--- src/rtl/tt_um_mult.sv ---
// Sequencer for the ternary matrix-vector multiplier: collects x, runs compute/flush passes, streams y.
// Optional build macro SEQ_RELU_EN clamps negative results to zero as they are captured.
module tt_um_mult_seq #(
  parameter int InLen    = 14,
  parameter int OutLen   = 7,
  parameter int BitWidth = 8
) (
  input  logic                  clk,
  input  logic                  rst,
  input  logic                  w_load_en,
  input  logic [2:0]            w_load_addr,
  input  logic [4*OutLen-1:0]   w_load_data,
  output logic                  w_drop,
  input  logic                  in_valid,
  output logic                  in_ready,
  input  logic [BitWidth-1:0]   in_data,
  output logic                  out_valid,
  input  logic                  out_ready,
  output logic [BitWidth-1:0]   out_data,
  output logic                  out_last,
  output logic                  busy,
  output logic                  m_en,
  output logic [2:0]            m_row,
  output logic [2*BitWidth-1:0] m_vec,
  output logic [4*OutLen-1:0]   m_w,
  input  logic [BitWidth-1:0]   m_vec_out
);

  typedef enum logic [1:0] {COLLECT, COMPUTE, FLUSH, DRAIN} state_t;

  state_t              state;
  logic [3:0]          count;
  logic [2:0]          row;
  logic [2:0]          k;
  logic [BitWidth-1:0] xbuf [InLen];
  logic [4*OutLen-1:0] wmem [OutLen];
  logic [BitWidth-1:0] ybuf [OutLen];
  logic [BitWidth-1:0] y_cap;

`ifdef SEQ_RELU_EN
  assign y_cap = m_vec_out[BitWidth-1] ? '0 : m_vec_out;
`else
  assign y_cap = m_vec_out;
`endif

  // The multiplier only sees operands during COMPUTE; FLUSH feeds zeros while it drains.
  assign m_row    = m_en ? row : 3'd0;
  assign m_vec    = (state == COMPUTE) ? {xbuf[{row, 1'b1}], xbuf[{row, 1'b0}]} : '0;
  assign m_w      = (state == COMPUTE) ? wmem[row] : '0;
  assign out_data = ybuf[k];

  always_ff @(posedge clk) begin
    w_drop <= 1'b0;
    if (rst) begin
      state     <= COLLECT;
      count     <= 4'd0;
      row       <= 3'd0;
      k         <= 3'd0;
      in_ready  <= 1'b1;
      out_valid <= 1'b0;
      out_last  <= 1'b0;
      busy      <= 1'b0;
      m_en      <= 1'b0;
      for (int i = 0; i < InLen; i++) xbuf[i] <= '0;
      for (int i = 0; i < OutLen; i++) begin
        wmem[i] <= '0;
        ybuf[i] <= '0;
      end
    end else begin
      if (w_load_en) begin
        if (state != COLLECT) w_drop <= 1'b1;
        else if (w_load_addr != 3'd7) wmem[w_load_addr] <= w_load_data;
      end
      case (state)
        COLLECT: begin
          if (in_valid && in_ready) begin
            xbuf[count] <= in_data;
            if (count == 4'(InLen - 1)) begin
              count    <= 4'd0;
              row      <= 3'd0;
              state    <= COMPUTE;
              in_ready <= 1'b0;
              busy     <= 1'b1;
              m_en     <= 1'b1;
            end else begin
              count <= count + 4'd1;
            end
          end
        end
        COMPUTE: begin
          if (row == 3'(OutLen - 1)) begin
            row   <= 3'd0;
            state <= FLUSH;
          end else begin
            row <= row + 3'd1;
          end
        end
        FLUSH: begin
          ybuf[row] <= y_cap;
          if (row == 3'(OutLen - 1)) begin
            row       <= 3'd0;
            k         <= 3'd0;
            state     <= DRAIN;
            m_en      <= 1'b0;
            out_valid <= 1'b1;
            out_last  <= 1'b0;
          end else begin
            row <= row + 3'd1;
          end
        end
        DRAIN: begin
          if (out_ready) begin
            if (k == 3'(OutLen - 1)) begin
              k         <= 3'd0;
              state     <= COLLECT;
              out_valid <= 1'b0;
              out_last  <= 1'b0;
              in_ready  <= 1'b1;
              busy      <= 1'b0;
            end else begin
              k        <= k + 3'd1;
              out_last <= (k == 3'(OutLen - 2));
            end
          end
        end
        default: state <= COLLECT;
      endcase
    end
  end

endmodule

--- config.mk ---
export PLATFORM = sky130hd
export DESIGN_NAME = tt_um_mult_seq
export DESIGN_NICKNAME = d
export VERILOG_FILES = /design/src/rtl/tt_um_mult.sv
export SDC_FILE = /design/constraint.sdc
export NUM_CORES = 1
export LEC_CHECK = 0
export CAP_MARGIN = 20
export CORE_MARGIN = 1.5
export CORE_UTILIZATION = 49
export CTS_BUF_LIST = sky130_fd_sc_hd__clkbuf_4 sky130_fd_sc_hd__clkbuf_8
export DETAILED_ROUTE_END_ITERATION = 8
export PLACE_DENSITY = 0.68
export SLEW_MARGIN = 20
export SYNTH_ARGS = -nofsm -noshare
export SYNTH_HDL_FRONTEND = slang
export SYNTH_SLANG_ARGS = --single-unit
export TNS_END_PERCENT = 20
--- constraint.sdc ---
create_clock -name clk -period 7.05 [get_ports clk]
set_clock_uncertainty 0.2 [all_clocks]
set_input_delay 0.705 -clock clk [delete_from_list [all_inputs] [get_ports clk]]
set_output_delay 0.705 -clock clk [all_outputs]
set_load 0.01 [all_outputs]
==> impl_summary.log, run 1 <==
INFO  metric worst_hold_path.num_cells = 2
INFO  metric dp.final_hpwl = 27,500 microns
INFO  metric crit_path_max_fanout = 46
INFO  metric hold_viol_final = 0
INFO  metric sum_of_negative_setup_slack = 0 ns
INFO  metric num-fill-cells = 3,067
INFO  metric rd_place_congestion = 0.769
INFO  metric wl_per_cell = 21.5 microns
INFO  metric timing.final.setup_violations = 0
INFO  metric synth_enable_flop_cells = 380
INFO  metric cts.path.max_buffers = 3
INFO  metric synthDistinctLibCells = 57
INFO  metric area_delta_synth_final = 16.5%
INFO  metric cts-htree-levels = 3
INFO  metric timing_max_transition_violations_final = 0
INFO  metric setup.worst_path.end = m_w[21]
INFO  metric postCtsSetupBuffers = 0
INFO  metric grt_pass1_wl = 70,900 microns
INFO  metric critPathRequiredTime = 6.14 ns
INFO  metric crit_arrival = 3.68 ns
INFO  metric hold_class = reg -> reg
INFO  metric worstSetupStartpointType = flop
INFO  metric timing.fmax = 218 MHz
INFO  metric die_y = 202 microns
INFO  metric antenna_found_initial = 1
INFO  metric r2r-end = wmem[0][17]$_SDFFCE_PN0P_
INFO  metric multi_input_combinational_cell_area = 6290 sq um
INFO  metric clock-sinks = 440
INFO  metric io_buffer_count = 112
INFO  metric post_synth_instance_area = 19,300 sq um
INFO  metric numCtsBuffers = 75
INFO  metric crit_end_category = output port
INFO  metric via_count = 11,821
INFO  metric later_pin_clock_latency_in_the_skew_report = 0.63 ns
INFO  metric syn_area_per_cell = 14.0 sq um
INFO  metric global_route.overflow_total = 0
INFO  metric worst_pin_slew = 1.08 ns
INFO  metric timing.critical_path.buf_inv = 2
INFO  metric crit_path_cell_trace = buf_4 -> mux4_2 -> mux2i_1 -> nor2b_1 -> clkdlybuf4s50_1
INFO  metric path_depth = 5
INFO  metric maxCapViolations = 0
INFO  metric design_area = 22,500 sq um
INFO  metric via_count_of_the_first_global_routing_pass = 12,319
INFO  metric die_area = 40,600 sq um
INFO  metric regToRegStartpoint = state[0]$_SDFFE_PP0P_
INFO  metric seq_area_frac_synth = 0.653
INFO  metric netlist.area_leader.share = 0.591
INFO  metric r2r_setup_slack = 3.85 ns
INFO  metric timing.slew.headroom = 0.283
INFO  metric worst_r2r_path_depth = 8
INFO  metric final.period_utilization = 0.650
INFO  metric synth_largest_area_cell = sky130_fd_sc_hd__edfxtp_1
INFO  metric power-per-cell-area = 241 nW/um^2
INFO  metric cts_hold_repair.buffers = 0
INFO  metric critPathTopFamily = buffers and inverters
INFO  metric vdd_drop_max = 0.000130 V
INFO  metric status = completed
INFO  metric ys_async_sr_fraction = 0
INFO  metric placeableCoreArea = 38,700 sq um
INFO  metric holdWs = 0.253 ns
INFO  metric clock_tree_from_tritoncts = built
INFO  metric antenna_cells_inserted = 0
INFO  metric cts_resized = 0
INFO  metric most_frequently_used_flop_master_after_synthesis = sky130_fd_sc_hd__edfxtp_1
INFO  metric ant_nets = 0
INFO  metric layout-drive-gt1-share = 0.180
INFO  metric ys.warnings.count = 0
INFO  metric detail_route.vias_per_cell = 5.59
INFO  metric io_pins = 113
INFO  metric rows = 72
INFO  metric num-nets-final = 1,595
INFO  metric drc = 0
INFO  metric initial_core_utilization = 0.499
INFO  metric grt_usage = 0.231
INFO  metric grt_setup_unrepaired = no
INFO  metric number_of_violations_reported_at_the_end_of_detailed_routing_iteration_0 = 936
INFO  metric most_common_cell_in_the_netlist = sky130_fd_sc_hd__edfxtp_1
INFO  metric root_buf_cell = sky130_fd_sc_hd__clkbuf_8
INFO  metric floorplan.die.width = 202 microns
INFO  metric register_area = 12,600 sq um
INFO  metric power.static_leakage = 7.81 nW
INFO  metric ys_ff_latch = 440
INFO  metric firstDrtPassIters = 5
INFO  metric synth_top_cells_by_area = sky130_fd_sc_hd__edfxtp_1, sky130_fd_sc_hd__mux4_2, sky130_fd_sc_hd__dfxtp_1, sky130_fd_sc_hd__nor2_1, sky130_fd_sc_hd__mux2i_1
INFO  metric final_critical_path_required_period = 4.58 ns
INFO  metric clk_pin_slew_worst_paths = 0.06 ns
INFO  metric detailed_place.area = 21,000 sq um
INFO  metric timing.critical_path.slowest_cell_delay = 0.98 ns
INFO  metric post_synth_inst_count = 1,385
INFO  metric final_wl = 45,500 microns
INFO  metric criticalPathCategory = reg -> out
INFO  metric slowest_stage = sky130_fd_sc_hd__dfxtp_4
INFO  metric grt_start_max_net_pins = 55
INFO  metric ys_top_cells_by_count = sky130_fd_sc_hd__edfxtp_1, sky130_fd_sc_hd__nor2_1, sky130_fd_sc_hd__nand2_1
==> worst min path at each step <==
stage / endpoint / slack, ns / startpoint
CTS: wmem[6][2]$_SDFFE_PP0P_ / 0.25 / rst
global placement: wmem[6][25]$_SDFFE_PP0P_ / 0.24 / wmem[6][25]$_SDFFE_PP0P_
finish: wmem[6][14]$_SDFFE_PP0P_ / 0.25 / wmem[6][14]$_SDFFE_PP0P_
detailed placement: wmem[6][14]$_SDFFE_PP0P_ / 0.24 / wmem[6][14]$_SDFFE_PP0P_
global route: wmem[6][14]$_SDFFE_PP0P_ / 0.27 / wmem[6][14]$_SDFFE_PP0P_
floorplan: wmem[6][0]$_SDFFE_PP0P_ / 0.23 / wmem[6][0]$_SDFFE_PP0P_
==> kinds of logic (layout without fill, tap and decap cells) <==
kind of cell,Yosys count,after routing,share of synthesized area
other cells,1,28,0.000194
buf+inv,128,313,0.0279
compound gates,79,79,0.0242
flops,440,440,0.653
fa+ha+maj,4,4,0.00259
xor+xnor,1,1,0.000453
simple gates,561,561,0.136
mux,171,171,0.156
==> sequential cells by signal (all words and copies together) (netlist names), named ones only <==
register	flops
out_last	1
w_drop	1
xbuf	128
ybuf	64
out_valid	1
wmem	224
state	2
count	4
in_ready	1
k	3
m_en	1
row	3
busy	1
==> placed cells by master (no fill, tap or decap), types with 2 or more instances in the layout <==
cell,synthesis,routed
sky130_fd_sc_hd__clkinv_1,0,13
sky130_fd_sc_hd__clkdlybuf4s50_1,0,111
sky130_fd_sc_hd__and2_1,75,75
sky130_fd_sc_hd__a311oi_1,3,3
sky130_fd_sc_hd__nand2_2,0,2
sky130_fd_sc_hd__ha_1,4,3
sky130_fd_sc_hd__buf_4,2,31
sky130_fd_sc_hd__inv_1,35,35
sky130_fd_sc_hd__nand3_1,7,7
sky130_fd_sc_hd__o21ai_1,1,3
sky130_fd_sc_hd__inv_6,0,2
sky130_fd_sc_hd__edfxtp_1,380,380
sky130_fd_sc_hd__nor3_1,6,5
sky130_fd_sc_hd__nand2_1,139,137
sky130_fd_sc_hd__or2_2,5,5
sky130_fd_sc_hd__nand2b_1,4,4
sky130_fd_sc_hd__mux2_2,8,8
sky130_fd_sc_hd__o21ai_0,17,15
sky130_fd_sc_hd__clkinv_2,0,6
sky130_fd_sc_hd__conb_1,1,28
sky130_fd_sc_hd__nor3_2,1,2
sky130_fd_sc_hd__a21o_1,7,7
sky130_fd_sc_hd__mux4_2,104,104
sky130_fd_sc_hd__mux2i_1,59,59
sky130_fd_sc_hd__nor2b_1,47,47
sky130_fd_sc_hd__and3_1,10,10
sky130_fd_sc_hd__nor3b_1,4,4
sky130_fd_sc_hd__dfxtp_1,60,57
sky130_fd_sc_hd__clkbuf_4,0,28
sky130_fd_sc_hd__a211oi_1,2,2
sky130_fd_sc_hd__a21oi_1,38,38
sky130_fd_sc_hd__clkbuf_8,0,83
sky130_fd_sc_hd__clkinvlp_4,0,3
sky130_fd_sc_hd__nor2_1,246,246
sky130_fd_sc_hd__o32ai_1,2,2
sky130_fd_sc_hd__dfxtp_4,0,2
sky130_fd_sc_hd__nand3b_1,2,2
==> routing by layer <==
metal / routed length [microns] / global-route usage
met1: 18500 / 0.303
met2: 23100 / 0.391
met3: 2960 / 0.0379
met4: 1050 / 0.0813
met5: 0 / 0
==> stage by stage <==
step                utilization  std cells  total power, mW  worst slack, ns
CTS                       0.581       2115             5.46             2.33
finish                    0.581       2115             5.42             2.47
floorplan                     -       1412             3.11             4.21
global route              0.581       2115             5.59             2.18
detailed placement        0.543       1980             3.23             3.02
global placement          0.543       1980             3.22             3.04
==> report_power, final <==
group,total [mW],internal (mW),switching (mW)
combinational,0.245,0.0829,0.162
clock,2.24,1.23,1.01
sequential,2.93,2.91,0.0253
==> final cells by class <==
cell class                      count  area share
Clock buffer                      111      0.0601
Clock inverter                     24     0.00528
Tap cell                          518      0.0288
Inverter                           35     0.00584
Timing Repair Buffer              143      0.0599
Sequential cell                   440       0.561
Multi-Input combinational cell    844       0.279
==> tightest hold or removal path, delay by kind of cell, from the launching register on <==
kind / cells / cell delay (ns)
and+or+nand+nor: 1 / 0.05
DFF: 1 / 0.30
AOI/OAI and AO/OA: 1 / 0.05
Power figures use the tool's default switching activity.
==> inputs of run 2 (changes only) <==
clock period = 4.28 ns   (was 7.05 ns; I/O delays follow)
==> impl_summary.log, run 2 (same netlist as run 1, synthesis figures left out) <==
INFO  metric postCtsSetupBuffers = 0
INFO  metric worst_r2r_path_depth = 7
INFO  metric die_area = 40,600 sq um
INFO  metric via_count_of_the_first_global_routing_pass = 12,374
INFO  metric placeableCoreArea = 38,700 sq um
INFO  metric rd_place_congestion = 0.786
INFO  metric number_of_violations_reported_at_the_end_of_detailed_routing_iteration_0 = 945
INFO  metric worst_pin_slew = 0.956 ns
INFO  metric cts_resized = 0
INFO  metric cts_hold_repair.buffers = 0
INFO  metric die_y = 202 microns
INFO  metric later_pin_clock_latency_in_the_skew_report = 0.61 ns
INFO  metric layout-drive-gt1-share = 0.190
INFO  metric vdd_drop_max = 0.000310 V
INFO  metric regToRegStartpoint = state[0]$_SDFFE_PP0P_
INFO  metric sum_of_negative_setup_slack = 0 ns
INFO  metric detail_route.vias_per_cell = 5.61
INFO  metric crit_path_max_fanout = 26
INFO  metric reg_top3 = wmem: 224 flops, xbuf: 128 flops, ybuf: 64 flops
INFO  metric status = completed
INFO  metric num-fill-cells = 3,130
INFO  metric dp.final_hpwl = 28,700 microns
INFO  metric crit_arrival = 3.02 ns
INFO  metric grt_start_max_net_pins = 38
INFO  metric power.static_leakage = 7.95 nW
INFO  metric timing.slew.headroom = 0.363
INFO  metric final_wl = 45,800 microns
INFO  metric worstSetupStartpointType = flop
INFO  metric register_area = 12,600 sq um
INFO  metric multi_input_combinational_cell_area = 6280 sq um
INFO  metric grt_setup_unrepaired = no
INFO  metric clock-sinks = 440
INFO  metric io_buffer_count = 112
INFO  metric io_pins = 113
INFO  metric timing_max_transition_violations_final = 0
INFO  metric drc = 0
INFO  metric layout_common_cells = sky130_fd_sc_hd__edfxtp_1, sky130_fd_sc_hd__nor2_1, sky130_fd_sc_hd__nand2_1
INFO  metric wl_per_cell = 21.5 microns
INFO  metric clk_pin_slew_worst_paths = 0.05 ns
INFO  metric initial_core_utilization = 0.499
INFO  metric final.period_utilization = 0.852
INFO  metric ant_nets = 0
INFO  metric cts-htree-levels = 3
INFO  metric place.detailed.instances = 1,998
INFO  metric hold_class = in -> reg
INFO  metric grt_usage = 0.230
INFO  metric grt_pass1_wl = 70,400 microns
INFO  metric dp_slack = 1.09 ns
INFO  metric rows = 72
INFO  metric root_buf_cell = sky130_fd_sc_hd__clkbuf_8
INFO  metric floorplan.die.width = 202 microns
INFO  metric area_delta_synth_final = 17.7%
INFO  metric final-instance-count-excl-fill = 2,133
INFO  metric largest_register_ffs = 224
INFO  metric crit_end_category = output port
INFO  metric p_total = 9.07 mW
INFO  metric timing.final.setup_violations = 0
INFO  metric r2r_setup_slack = 1.03 ns
INFO  metric global_route.overflow_total = 0
INFO  metric cts.path.max_buffers = 3
INFO  metric hold_viol_final = 0
INFO  metric timing.fmax = 274 MHz
INFO  metric layout_commonest_cell = sky130_fd_sc_hd__edfxtp_1
INFO  metric power-per-cell-area = 399 nW/um^2
INFO  metric numCtsBuffers = 74
INFO  metric critPathRequiredTime = 3.65 ns
INFO  metric setup.worst_path.end = m_w[26]
INFO  metric maxCapViolations = 0
INFO  metric firstDrtPassIters = 5
INFO  metric via_count = 11,964
INFO  metric postLayoutSetupSlackWorst = 0.634 ns
INFO  metric antenna_found_initial = 1
INFO  metric clock_tree_from_tritoncts = built
INFO  metric r2r-end = xbuf[7][0]$_SDFFCE_PN0P_
INFO  metric antenna_cells_inserted = 0
INFO  metric criticalPathCategory = reg -> out
INFO  metric final_critical_path_required_period = 3.65 ns
INFO  metric registers.top_by_ff_count = wmem
INFO  metric num-nets-final = 1,612
## run 2: changes by cell type in the layout (fill, tap and decap cells not counted), moves of 2 or more
cell / before / now
sky130_fd_sc_hd__clkbuf_4: 28 / 33
sky130_fd_sc_hd__clkinvlp_4: 3 / 1
sky130_fd_sc_hd__nand2_1: 137 / 139
sky130_fd_sc_hd__inv_6: 2 / 0
sky130_fd_sc_hd__buf_12: 0 / 4
sky130_fd_sc_hd__nand2_2: 2 / 0
sky130_fd_sc_hd__buf_4: 31 / 45
sky130_fd_sc_hd__clkinv_1: 13 / 8
sky130_fd_sc_hd__clkinv_2: 6 / 8
sky130_fd_sc_hd__bufinv_16: 0 / 2
## run 2: where the power goes
group          switching [mW]  leakage, nW  internal (mW)
clock network            1.65        0.821           2.18
registers              0.0405         4.48           4.79
logic                   0.266         2.65          0.143
## run 2: stage by stage
| stage | cell area, sq um | hold slack, ns | util |
|---|---|---|---|
| finish | 22700 | 0.153 | 0.587 |
| global route | 22700 | 0.140 | 0.587 |
| CTS | 22700 | 0.0923 | 0.587 |
| detailed placement | 21200 | 0.245 | 0.548 |
| global placement | 21200 | 0.240 | 0.548 |
| floorplan | 19400 | 0.233 | - |
## run 2: per-layer routing
layer | up-vias | global-route usage | part of all wire
li1 | 5354 | - | -
met1 | 6107 | 0.296 | 0.40
met2 | 427 | 0.392 | 0.51
met3 | 74 | 0.0436 | 0.065
met4 | 2 | 0.0784 | 0.022
met5 | - | 0 | 0.00037
## run 2: area by class of cell
class | count | area share
clock buffer | 116 | 0.0611
clock inverter | 19 | 0.00605
inverter | 35 | 0.00578
multi-input combinational | 844 | 0.276
sequential | 440 | 0.555
tap | 518 | 0.0285
timing repair buffer | 161 | 0.0674
## run 2: critical path: stages (launching register included)
cell                              delay, ns
sky130_fd_sc_hd__dfxtp_4               0.72
sky130_fd_sc_hd__buf_4                 0.38
sky130_fd_sc_hd__mux4_2                0.54
sky130_fd_sc_hd__mux2i_1               0.19
sky130_fd_sc_hd__nor2b_1               0.10
sky130_fd_sc_hd__clkdlybuf4s50_1       0.49
## run 2: worst min-delay path by stage
stage	slack [ns]	start	depth (start not counted)	to
6_report	0.15	rst	2	count[2]$_SDFFE_PP0P_
5_1_grt	0.14	rst	2	count[2]$_SDFFE_PP0P_
4_1_cts	0.09	rst	2	count[2]$_SDFFE_PP0P_
3_5_place_dp	0.25	wmem[6][12]$_SDFFE_PP0P_	2	wmem[6][12]$_SDFFE_PP0P_
3_3_place_gp	0.24	wmem[6][24]$_SDFFE_PP0P_	2	wmem[6][24]$_SDFFE_PP0P_
2_1_floorplan	0.23	wmem[6][0]$_SDFFE_PP0P_	2	wmem[6][0]$_SDFFE_PP0P_
==> inputs of run 3 (changes only) <==
CTS_CLUSTER_DIAMETER = 60   (was unset)
==> results of run 3 <==
Final layout, timing and power as in run 2 (identical DEF).
